## config.mk

```make
export PLATFORM = sky130hd
export DESIGN_NAME = serial_mag_compare_flat
export DESIGN_NICKNAME = d
export VERILOG_FILES = /design/src/rtl/mini_alu_pkg.sv /design/src/rtl/serial_mag_compare_if.sv /design/src/rtl/digit_cmp2.sv /design/src/rtl/serial_mag_compare.sv /design/src/flat_wrapper.sv
export SDC_FILE = /design/constraint.sdc
export NUM_CORES = 1
export LEC_CHECK = 0
export BUFFER_PORTS_ARGS = -buffer_cell sky130_fd_sc_hd__buf_4
export CAP_MARGIN = 30
export CORE_MARGIN = 5
export CORE_UTILIZATION = 58
export CTS_CLUSTER_DIAMETER = 100
export DETAILED_ROUTE_END_ITERATION = 8
export GPL_TIMING_DRIVEN = 0
export PLACE_DENSITY_LB_ADDON = 0.1
export SLEW_MARGIN = 10
export SYNTH_ARGS = -nofsm -noshare
export SYNTH_HDL_FRONTEND = slang
export SYNTH_HIERARCHICAL = 1
export SYNTH_SLANG_ARGS = --single-unit
```

## constraint.sdc

```tcl
create_clock -name clk -period 2.9 [get_ports clk]
set_clock_uncertainty 0.05 [all_clocks]
set_input_delay 0.58 -clock clk [delete_from_list [all_inputs] [get_ports clk]]
set_output_delay 0.58 -clock clk [all_outputs]
set_load 0.05 [all_outputs]
```

## src/rtl/mini_alu_pkg.sv

```systemverilog
// Shared Mini ALU definitions: FSM encodings, digit width, counter sizing.
// Latency: n/a (types, constants and a constant function only).
// Backpressure: n/a.
package mini_alu_pkg;

    localparam int DIGIT_W = 2;

    typedef enum logic [1:0] {
        ST_IDLE = 2'd0,
        ST_RUN  = 2'd1,
        ST_DONE = 2'd2
    } state_t;

    // Digit counter width for a WIDTH-bit operand: clog2(WIDTH/2), at least 1.
    function automatic int cnt_width(input int width);
        int w;
        w = $clog2(width / DIGIT_W);
        return (w < 1) ? 1 : w;
    endfunction

endpackage

```

## src/rtl/serial_mag_compare_if.sv

```systemverilog
// Operand handshake and verdict bundle for serial_mag_compare.
// Latency: n/a (wires only).
// Backpressure: in_ready gates acceptance; master must hold in_valid until in_ready.
// Ports: in_valid/a/b from master; in_ready/busy/done/a_gt_b/a_eq_b/a_lt_b from slave.
interface serial_mag_compare_if #(
    parameter int WIDTH = 8
);
    logic             in_valid;
    logic             in_ready;
    logic [WIDTH-1:0] a;
    logic [WIDTH-1:0] b;
    logic             busy;
    logic             done;
    logic             a_gt_b;
    logic             a_eq_b;
    logic             a_lt_b;

    modport master (
        output in_valid, a, b,
        input  in_ready, busy, done, a_gt_b, a_eq_b, a_lt_b
    );

    modport slave (
        input  in_valid, a, b,
        output in_ready, busy, done, a_gt_b, a_eq_b, a_lt_b
    );
endinterface

```

## src/rtl/digit_cmp2.sv

```systemverilog
// Combinational unsigned compare of one 2-bit digit pair.
// Latency: 0 cycles (pure combinational).
// Backpressure: none.
// Ports: x, y digits in; gt (x > y), eq (x == y) out.
module digit_cmp2
    import mini_alu_pkg::*;
(
    input  logic [DIGIT_W-1:0] x,
    input  logic [DIGIT_W-1:0] y,
    output logic               gt,
    output logic               eq
);
    assign gt = (x > y);
    assign eq = (x == y);
endmodule

```

## src/rtl/serial_mag_compare.sv

```systemverilog
// Serial unsigned magnitude comparator: one 2-bit digit per clock, MSB digit first.
// Latency: WIDTH/2 cycles in RUN after the accept edge, then one DONE cycle.
// Backpressure: in_ready only in IDLE; in_valid while busy is ignored, not queued.
// Ports: clk, reset_n (async active-low); bus = slave side of serial_mag_compare_if.
module serial_mag_compare
    import mini_alu_pkg::*;
#(
    parameter int WIDTH = 8
) (
    input  logic                 clk,
    input  logic                 reset_n,
    serial_mag_compare_if.slave  bus
);
    localparam int D  = WIDTH / DIGIT_W;
    localparam int CW = cnt_width(WIDTH);

    if ((WIDTH < DIGIT_W) || ((WIDTH % DIGIT_W) != 0)) begin : g_width_chk
        $error("serial_mag_compare: WIDTH must be even and >= 2");
    end

    state_t           state_q, state_d;
    logic [WIDTH-1:0] sa_q, sb_q;
    logic [CW-1:0]    cnt_q;
    logic             decided_q, gt_q, lt_q;
    logic             res_gt_q, res_eq_q, res_lt_q;

    logic dig_gt, dig_eq, dig_lt;
    logic gt_nxt, lt_nxt;

    digit_cmp2 u_digit_cmp2 (
        .x  (sa_q[WIDTH-1 -: DIGIT_W]),
        .y  (sb_q[WIDTH-1 -: DIGIT_W]),
        .gt (dig_gt),
        .eq (dig_eq)
    );

    assign dig_lt = ~dig_gt & ~dig_eq;

    // First differing digit wins; once decided, lower digits cannot change it.
    assign gt_nxt = gt_q | (~decided_q & dig_gt);
    assign lt_nxt = lt_q | (~decided_q & dig_lt);

    always_comb begin
        state_d      = state_q;
        bus.in_ready = 1'b0;
        bus.busy     = 1'b0;
        bus.done     = 1'b0;
        case (state_q)
            ST_IDLE: begin
                bus.in_ready = 1'b1;
                if (bus.in_valid) begin
                    state_d = ST_RUN;
                end
            end
            ST_RUN: begin
                bus.busy = 1'b1;
                if (cnt_q == '0) begin
                    state_d = ST_DONE;
                end
            end
            ST_DONE: begin
                bus.busy = 1'b1;
                bus.done = 1'b1;
                state_d  = ST_IDLE;
            end
            default: begin
                state_d = ST_IDLE;
            end
        endcase
    end

    always_ff @(posedge clk or negedge reset_n) begin
        if (!reset_n) begin
            state_q   <= ST_IDLE;
            sa_q      <= '0;
            sb_q      <= '0;
            cnt_q     <= '0;
            decided_q <= 1'b0;
            gt_q      <= 1'b0;
            lt_q      <= 1'b0;
            res_gt_q  <= 1'b0;
            res_eq_q  <= 1'b0;
            res_lt_q  <= 1'b0;
        end else begin
            state_q <= state_d;
            case (state_q)
                ST_IDLE: begin
                    if (bus.in_valid) begin
                        sa_q      <= bus.a;
                        sb_q      <= bus.b;
                        cnt_q     <= CW'(D - 1);
                        decided_q <= 1'b0;
                        gt_q      <= 1'b0;
                        lt_q      <= 1'b0;
                    end
                end
                ST_RUN: begin
                    sa_q      <= sa_q << DIGIT_W;
                    sb_q      <= sb_q << DIGIT_W;
                    decided_q <= decided_q | ~dig_eq;
                    gt_q      <= gt_nxt;
                    lt_q      <= lt_nxt;
                    if (cnt_q != '0) begin
                        cnt_q <= cnt_q - 1'b1;
                    end else begin
                        // Last digit: the verdict includes this edge's digit.
                        res_gt_q <= gt_nxt;
                        res_lt_q <= lt_nxt;
                        res_eq_q <= ~gt_nxt & ~lt_nxt;
                    end
                end
                default: begin
                end
            endcase
        end
    end

    assign bus.a_gt_b = res_gt_q;
    assign bus.a_eq_b = res_eq_q;
    assign bus.a_lt_b = res_lt_q;

endmodule

```

## src/flat_wrapper.sv

```systemverilog
// flat-port wrapper written by rule: the top's interface ports become plain ports
module serial_mag_compare_flat import mini_alu_pkg::*;
#(
    parameter int WIDTH = 8
)
  (clk, reset_n, bus_in_valid, bus_a, bus_b, bus_in_ready, bus_busy, bus_done, bus_a_gt_b, bus_a_eq_b, bus_a_lt_b);
  serial_mag_compare_if #(.WIDTH(WIDTH)) bus_i ();
  input  logic clk;
  input  logic reset_n;
  input wire logic [$bits(bus_i.in_valid)-1:0] bus_in_valid;
  input wire logic [$bits(bus_i.a)-1:0] bus_a;
  input wire logic [$bits(bus_i.b)-1:0] bus_b;
  output wire logic [$bits(bus_i.in_ready)-1:0] bus_in_ready;
  output wire logic [$bits(bus_i.busy)-1:0] bus_busy;
  output wire logic [$bits(bus_i.done)-1:0] bus_done;
  output wire logic [$bits(bus_i.a_gt_b)-1:0] bus_a_gt_b;
  output wire logic [$bits(bus_i.a_eq_b)-1:0] bus_a_eq_b;
  output wire logic [$bits(bus_i.a_lt_b)-1:0] bus_a_lt_b;
  assign bus_i.in_valid = bus_in_valid;
  assign bus_i.a = bus_a;
  assign bus_i.b = bus_b;
  assign bus_in_ready = bus_i.in_ready;
  assign bus_busy = bus_i.busy;
  assign bus_done = bus_i.done;
  assign bus_a_gt_b = bus_i.a_gt_b;
  assign bus_a_eq_b = bus_i.a_eq_b;
  assign bus_a_lt_b = bus_i.a_lt_b;
  serial_mag_compare #(.WIDTH(WIDTH)) u_core (.clk(clk), .reset_n(reset_n), .bus(bus_i));
endmodule
```

==> results of run 1 <==
## layer usage
metal | wire [microns] | up-vias | global-route usage (%)
met1 | 1120 | 509 | 21.2
met3 | 109 | 4 | 2.61
met4 | 33 | 0 | 5.50
li1 | - | 513 | -
met5 | 0 | - | 0
met2 | 1370 | 20 | 30.9
## Yosys cell counts, types with 2 or more instances
| master | count |
|---|---|
| dfrtp_1 | 26 |
| nand2_1 | 22 |
| o21ai_2 | 14 |
| mux2i_1 | 13 |
| a21oi_1 | 8 |
| ha_1 | 8 |
| inv_1 | 8 |
| nor2_1 | 5 |
| nor3_1 | 4 |
| o21ai_1 | 4 |
| buf_6 | 3 |
| nand2b_1 | 2 |
| nor2b_1 | 2 |
| o22a_1 | 2 |
| or2_1 | 2 |
## power by group
| part | leakage [nW] | switching [mW] | internal (mW) |
|---|---|---|---|
| Combinational | 0.468 | 0.775 | 0.539 |
| Clock | 0.0279 | 0.111 | 0.140 |
| Sequential | 0.323 | 0.0982 | 0.532 |
| Total | 0.819 | 0.985 | 1.21 |
## worst max-delay path: cells and delay by family, from the launching register on
family	cells	cell delay [ps]
buffers and inverters	2	380
adders and majority gates	1	350
DFF	1	430
## final cells by class
type	instances	area (sq um)
Buffer	5	46.3
Clock buffer	3	22.5
Clock inverter	1	30.0
Fill cell	177	584
Inverter	9	33.8
Multi-Input combinational cell	94	672
Sequential cell	26	651
Tap cell	28	35.0
Timing Repair Buffer	24	180
## cell families (layout without fill, tap and decap cells)
family          Yosys count  in the layout  share of synthesized area (%)
compound gates           30             30                           15.5
fa+ha+maj                 8              8                           7.14
buf+inv                  14             42                           5.71
flops                    26             26                           46.4
mux                      15             15                           11.7
simple gates             41             41                           13.6
## state kept, by name, indices dropped and copies added, names as in the netlist
signal and cells:
u_core/lt_q 1, u_core/bus.a_lt_b 1, u_core/gt_q 1, u_core/decided_q 1, u_core/bus.a_eq_b 1, u_core/cnt_q 2, u_core/sb_q 8, u_core/state_q 2
u_core/sa_q 8, u_core/bus.a_gt_b 1
## metrics by stage
stage,worst slack [ps],instances,cell area (sq um)
2_1_floorplan,894,134,1400
3_3_place_gp,1130,186,1620
3_5_place_dp,1090,186,1620
4_1_cts,766,190,1670
5_1_grt,688,190,1670
6_report,779,190,1670
## path summary, 6_finish.rpt
kind                       depth (start not counted)                end
setup / recovery                                   3       bus_in_ready
hold / removal                                     1     u_core/sb_q[6]
setup reg to reg                                   6     u_core/sa_q[4]
hold reg to reg                                    2     u_core/sa_q[0]
max in group asynchronous                          1  u_core/state_q[0]
min in group clk                                   3     u_core/sa_q[0]
==> out/qor.yml, run 1 <==
grt_use_total_pct: 17.3
numPortBuffers: 24
yosysUniqueCellTypes: 26
p_leak_nw: 0.819
gp_congestion: 0.736
cts_tree: "built"
synth_warnings: 6
die_h_microns: 59.2
cts_sinks: 26
grt_antenna_before_repair: 0
avgSynthCellArea_sq_um: 10.5
grt_pass1_wl_microns: 4640
ys_seq_area_share_pct: 46.4
layout.cells.most_common_list: "dfrtp_1, buf_4, nand2_1"
rsz0062_at_grt: "false"
hp-class: "primary input to async pin"
core_area_sq_mm: 0.00225
finalPower_mw: 2.20
hold_violations: 0
finalCritPeriodShare_pct: 73.1
globalRouteOverflowTotal: 0
setup.worst_path.start_class: "register"
final_max_slew_viol_count: 0
post-cts-setup-buffers: 0
timing.rr.start: "u_core/state_q[1]"
cp-end-kind: "output port"
ir_worst_vdd_uv: 1100
insertion_delay_ps: 320
final_common_cell: "dfrtp_1"
synthArstFlopShare_pct: 100
ctsHoldBuffers: 0
cp_slowest_cell: "dfrtp_1"
ys_top_cells_by_area: "dfrtp_1, mux2i_1, o21ai_2"
path_clk_slew_ps: 150
fmax_ghz: 0.472
diodes: 0
drcViolationCount: 0
setup_violations: 0
io_pins: 25
cts-root-buf: "clkbuf_4"
vias_per_cell: 5.51
wl_microns: 2640
cts_resized: 0
grt_pass1_vias: 1096
drive_above_1_share_pct: 31.5
mappedNetlistNets: 161
utilization_pct: 74.1
worstPathArrival_ps: 1490
num_vias: 1046
die_w_microns: 59.2
critPathKind: "register to output port"
floorplan.initialDensity_pct: 62.2
post_synth_inst_count: 134
synth_area_sq_mm: 0.00140
ys_ff_latch: 26
yosysTopAreaCellShare_pct: 46.4
r2r_slack_ps: 1050
critPathLaunch: "u_core/state_q[1]"
first_pass_iters: 4
numCtsBuffers: 3
ant_nets: 0
powerDensity_mw_per_mm2: 1310
wl_per_cell_microns: 13.9
slowest_delay_ps: 430
maxSlewHeadroom_pct: 72.6
whs_ps: 82.6
clockBufferDepth: 2
cp_max_fo: 6
syn2layout_area_growth_pct: 19.1
ys.flop_type: "dfrtp_1"
period_minus_slack_ps: 2120
tightest_slew_ps: 402
die_area_sq_mm: 0.00350
synth.largest_area_cell: "dfrtp_1"
synth_edf_count: 0
cts_max_level: 1
required_ps: 2270
nets: 190
dp_hpwl_microns: 1950
status: "complete, no violations"
grt_start_max_net_pins: 27
drt_iter0_drc: 23
rows: 17
fin_tns_setup_ps: 0
crit_chain: "inv_1 -> ha_1 -> buf_4"
maxCapViolations: 0
Note: power is estimated with default switching activity, not from simulation.
==> run 2, diff against run 1 <==
Settings changed: ABC_AREA from default to 1, CORE_UTILIZATION 58 to 54.
Clock period 2.9 ns to 2 ns, I/O delays scaled along.
==> out/qor.yml, run 2 <==
synth_commonest_cells: "nand2_1, dfrtp_1, inv_1"
wl_microns: 2870  # +8.7%
yosysTopAreaCellShare_pct: 46.3  # -0.083 points
cts_tree: "built"
clockBufferDepth: 2  # unchanged
layout.cells.most_common_list: "nand2_1, dfrtp_1, buf_4, inv_1, o21ai_0"
synth.most_common_cell: "nand2_1"
fin_ws_ps: 179  # -600 ps
cp_max_fo: 6  # unchanged
tightest_slew_ps: 338  # -63.8 ps
grt_start_max_net_pins: 27  # unchanged
cts-root-buf: "clkbuf_4"
rsz0062_at_grt: "false"
reg2regPathDepth: 9  # +3
io_pins: 25  # unchanged
grt_antenna_before_repair: 0  # unchanged
ant_nets: 0  # unchanged
final_max_slew_viol_count: 0  # unchanged
maxCapViolations: 0  # unchanged
finalCritPeriodShare_pct: 91.0
numPortBuffers: 24  # unchanged
wl_per_cell_microns: 12.0  # -13%
period_minus_slack_ps: 1820
cts_resized: 0  # unchanged
timing.rr.start: "u_core/state_q[1]"
grt_pass1_wl_microns: 4840  # +4.2%
vias_per_cell: 5.11  # -7.1%
die_h_microns: 61.0  # +3.1%
p_leak_nw: 0.935  # +14%
ir_worst_vdd_uv: 1180  # +7.3%
final_common_cell: "nand2_1"
path_clk_slew_ps: 150  # about the same
place_ws_ps: 409  # -677 ps
status: "complete, no violations"
mappedNetlistNets: 206  # +28%
syn2layout_area_growth_pct: 19.9
setup.worst_path.start_class: "register"
first_pass_iters: 5  # +1
cp-end-kind: "output port"
critPathKind: "register to output port"
dp.cells: 233  # +25%
cts_max_level: 1  # unchanged
cts_sinks: 26  # unchanged
synth_edf_count: 0  # unchanged
fin_tns_setup_ps: 0  # unchanged
ys_ff_latch: 26  # unchanged
wl_met1_microns: 1250  # +11%
drt_iter0_drc: 70  # +200%
avgSynthCellArea_sq_um: 7.85  # -25%
stdcell_count: 238  # +25%
floorplan.initialDensity_pct: 56.7  # -5.5 points
required_ps: 1550  # -720 ps
hold_violations: 0  # unchanged
reg_top3: "u_core/sa_q (8), u_core/sb_q (8)"
fmax_ghz: 0.549
grt_pass1_vias: 1168  # +6.6%
ys_top_cells_by_area: "dfrtp_1, nand2_1, ha_1"
synthArstFlopShare_pct: 100  # unchanged
core_area_sq_mm: 0.00248  # +9.9%
met3WireLength_microns: 177  # +62%
rows: 18  # +1
grt_use_total_pct: 17.3  # -0.029 points
utilization_pct: 68.0  # -6.1 points
yosysUniqueCellTypes: 17  # -35%
multiInputGateArea_sq_um: 603  # -10%
nets: 236  # +24%
fillCellCount: 227  # +28%
dr_wl_met2_microns: 1420  # +3.4%
drive_above_1_share_pct: 21.2  # -10 points
numCtsBuffers: 3  # unchanged
globalRouteOverflowTotal: 0  # unchanged
setup_violations: 0  # unchanged
post_synth_inst_count: 179  # +34%
ys.flop_type: "dfrtp_1"
synth_warnings: 6  # unchanged
ctsHoldBuffers: 1  # +1
hp-class: "primary input to register"
insertion_delay_ps: 320  # about the same
die_w_microns: 61.0  # +3.1%
synth_area_sq_mm: 0.00141  # +0.18%
min_from: "bus_a[0]"
drcViolationCount: 0  # unchanged
maxSlewHeadroom_pct: 77.4  # +4.8 points
critPathLaunch: "u_core/state_q[0]"
whs_path_depth: 3
diodes: 0  # unchanged
dp_hpwl_microns: 2140  # +9.7%
gp_congestion: 0.786  # +6.8%
die_area_sq_mm: 0.00372  # +6.3%
synth.largest_area_cell: "dfrtp_1"
top_layer: "met4"
post-cts-setup-buffers: 0  # unchanged
num_vias: 1217  # +16%
powerDensity_mw_per_mm2: 1760  # +34%
worstPathArrival_ps: 1370  # -120 ps
ys_seq_area_share_pct: 46.3  # -0.083 points
seqCellArea_sq_um: 651  # unchanged
## run 2: changes by cell type in the layout (fill, tap and decap cells not counted), sizes merged, moves of 2 or more
cell / delta
nand2b: -2
mux2i: -14
inv: +18
o21ai: +4
nor2b: -2
o22a: -2
nand3: +7
nor3: -4
a21oi: -5
nand2: +50
## run 2: final timing paths
path | end | slack, ps
setup reg to reg | u_core/sb_q[7] | 380
min in group asynchronous | u_core/state_q[1] | 460
hold reg to reg | u_core/bus.a_lt_b | 450
hold / removal | u_core/sa_q[0] | 260
max in group asynchronous | u_core/decided_q | 1180
setup / recovery | bus_in_ready | 180
## run 2: cell families (layout without fill, tap and decap cells)
kind of cell / count (synthesis) / count (layout) / share of synthesized area, %
flops: 26 / 26 / 46.3
simple gates: 87 / 87 / 24.9
buf+inv: 32 / 61 / 10.8
compound gates: 26 / 26 / 10.9
fa+ha+maj: 8 / 8 / 7.12
## run 2: final cells by class
cell class | instances | area share, %
clock inverters | 1 | 1.78
repair buffers | 25 | 11.3
plain buffers | 5 | 2.97
well taps | 30 | 2.23
inverters | 27 | 6.01
flip-flops and latches | 26 | 38.6
multi-input cells | 121 | 35.8
clock buffers | 3 | 1.34
## run 2: worst max-delay path, cell delays in order (launching register included)
cell and delay (ps):
dfrtp_1 440, inv_1 120, ha_1 260, buf_4 240
## run 2: layer usage
metal | vias up | global-route usage (%)
met4 | 0 | 5.57
met5 | - | 0
met1 | 565 | 21.9
met3 | 4 | 2.10
li1 | 610 | -
met2 | 38 | 30.7
## run 2: report_power, final
| group | internal, mW | leakage (nW) | total (mW) | switching (mW) |
|---|---|---|---|---|
| sequential | 0.767 | 0.325 | 0.874 | 0.107 |
| combinational | 0.606 | 0.582 | 1.73 | 1.13 |
| clock | 0.203 | 0.0279 | 0.363 | 0.160 |
| total | 1.58 | 0.935 | 2.97 | 1.39 |
## run 2: per-stage QoR
step                      hold slack, ps  area, sq um  power [mW]
after CTS                            249         1690        3.00
final                                260         1690        2.97
after global placement               278         1620        2.56
after floorplan                     54.4         1410        2.22
after detailed placement             280         1620        2.63
after global routing                 259         1690        3.24
==> run 3, diff against run 2 <==
Settings changed: BUFFER_PORTS_ARGS -buffer_cell sky130_fd_sc_hd__buf_4 to -buffer_cell sky130_fd_sc_hd__buf_2, PLACE_DENSITY from default to 0.75, PLACE_DENSITY_LB_ADDON 0.1 to default.
==> out/qor.yml, run 3 (synthesis gave the netlist of run 2 again) <==
status: "complete, no violations"
die_h_microns: 61.0  # unchanged
timing.rr.start: "u_core/state_q[1]"
rows: 18  # unchanged
cts_tree: "built"
whs_ps: 18.7  # -242 ps
syn2layout_area_growth_pct: 12.8
cp.depth: 3  # unchanged
cts-root-buf: "clkbuf_4"
cp_top_family: "flip-flops"
die_w_microns: 61.0  # unchanged
setup_violations: 0  # unchanged
drcViolationCount: 0  # unchanged
placed_cell_area_sq_mm: 0.00156  # -3.7%
final_common_cell: "nand2_1"
fin_area_sq_mm: 0.00159  # -5.9%
core_area_sq_mm: 0.00248  # unchanged
die_area_sq_mm: 0.00372  # unchanged
drt_iter0_drc: 51  # -27%
gp_congestion: 0.757  # -3.6%
fin_tns_setup_ps: 0  # unchanged
cts_resized: 0  # unchanged
io_pins: 25  # unchanged
grt_start_max_net_pins: 27  # unchanged
powerDensity_mw_per_mm2: 1740  # -1.3%
tightest_slew_ps: 567  # +229 ps
first_pass_iters: 4  # -1
rsz0062_at_grt: "false"
reg_top3: "u_core/sa_q (8), u_core/sb_q (8)"
hold_violations: 0  # unchanged
top_layer: "met4"
critPathKind: "register to output port"
ir_worst_vdd_uv: 1570  # +32%
cp_max_fo: 6  # unchanged
dr_wl_met2_microns: 1360  # -3.9%
dp_hpwl_microns: 2050  # -4.2%
cp-end-kind: "output port"
critPathLaunch: "u_core/state_q[1]"
post-cts-setup-buffers: 0  # unchanged
ctsHoldBuffers: 0  # -1
insertion_delay_ps: 300  # -20 ps
crit_chain: "inv_1 -> ha_1 -> buf_2"
clockBufferDepth: 2  # unchanged
wl_met1_microns: 1220  # -2.2%
numPortBuffers: 24  # unchanged
fmax_ghz: 0.532  # -3.2%
required_ps: 1550  # about the same
cts_max_level: 1  # unchanged
nets: 235  # -0.42%
finalCritPeriodShare_pct: 94.0  # +3.0 points
cts_sinks: 26  # unchanged
wl_microns: 2720  # -4.9%
grt_use_total_pct: 17.4  # +0.11 points
grt_pass1_vias: 1181  # +1.1%
maxCapViolations: 0  # unchanged
ant_nets: 0  # unchanged
p_leak_nw: 0.897  # -4.0%
cp_slowest_cell: "dfrtp_1"
layout.cells.most_common_list: "nand2_1, dfrtp_1, buf_2"
reg2regPathDepth: 7  # -2
final_max_slew_viol_count: 0  # unchanged
worstPathArrival_ps: 1430  # +60 ps
utilization_pct: 64.0  # -4.0 points
floorplan.initialDensity_pct: 56.7  # unchanged
grt_antenna_before_repair: 0  # unchanged
slowest_delay_ps: 430  # about the same
period_minus_slack_ps: 1880  # +60.0 ps
maxSlewHeadroom_pct: 62.2  # -15 points
drive_above_1_share_pct: 20.9  # -0.28 points
diodes: 0  # unchanged
grt_pass1_wl_microns: 4890  # +1.2%
setup.worst_path.start_class: "register"
finalPower_mw: 2.76  # -7.1%
path_clk_slew_ps: 120  # -30 ps
globalRouteOverflowTotal: 0  # unchanged
met3WireLength_microns: 127  # -28%
num_vias: 1192  # -2.1%
vias_per_cell: 5.05  # -1.2%
wl_per_cell_microns: 11.5  # -4.1%
critPathBufInv: 2  # unchanged
numCtsBuffers: 3  # unchanged
hp-class: "primary input to async pin"
[run 3: area by class of cell]
cell class | instances | area, sq um
repair buffers | 24 | 120
fillers | 240 | 892
well taps | 30 | 37.5
flip-flops and latches | 26 | 651
inverters | 27 | 101
multi-input cells | 121 | 603
clock buffers | 3 | 22.5
plain buffers | 5 | 50.0
[run 3: power by group]
group | leakage, nW | switching [mW] | internal [mW]
clock network | 0.0138 | 0.136 | 0.0702
logic | 0.558 | 1.11 | 0.560
registers | 0.325 | 0.110 | 0.768
[run 3: metal layers]
layer | GRT usage (%) | vias to the layer above
met5 | 0 | -
li1 | - | 605
met3 | 2.10 | 2
met1 | 21.4 | 561
met4 | 5.57 | 0
met2 | 31.6 | 24
[run 3: metrics by stage]
step | setup slack (ps) | instances
after floorplan | 240 | 179
after global routing | 12.6 | 236
after CTS | 101 | 236
after detailed placement | 442 | 233
final | 119 | 236
after global placement | 484 | 233
[run 3: worst register-to-register path, cell delays in order, from the launching register on]
cell and delay, ps:
dfrtp_1 430, inv_1 130, ha_1 320, nand2_1 150
nand2_4 160, buf_6 150, nand2_1 70, o21ai_1 80
[run 3: final timing paths]
kind / end / slack [ps]
worst min register to register: u_core/bus.a_eq_b / 440
worst max-delay path: bus_in_ready / 120
min in group clk: u_core/sb_q[0] / 280
worst min-delay path: u_core/state_q[1] / 20
worst max register to register: u_core/sb_q[4] / 410
max in group asynchronous: u_core/sb_q[4] / 1510
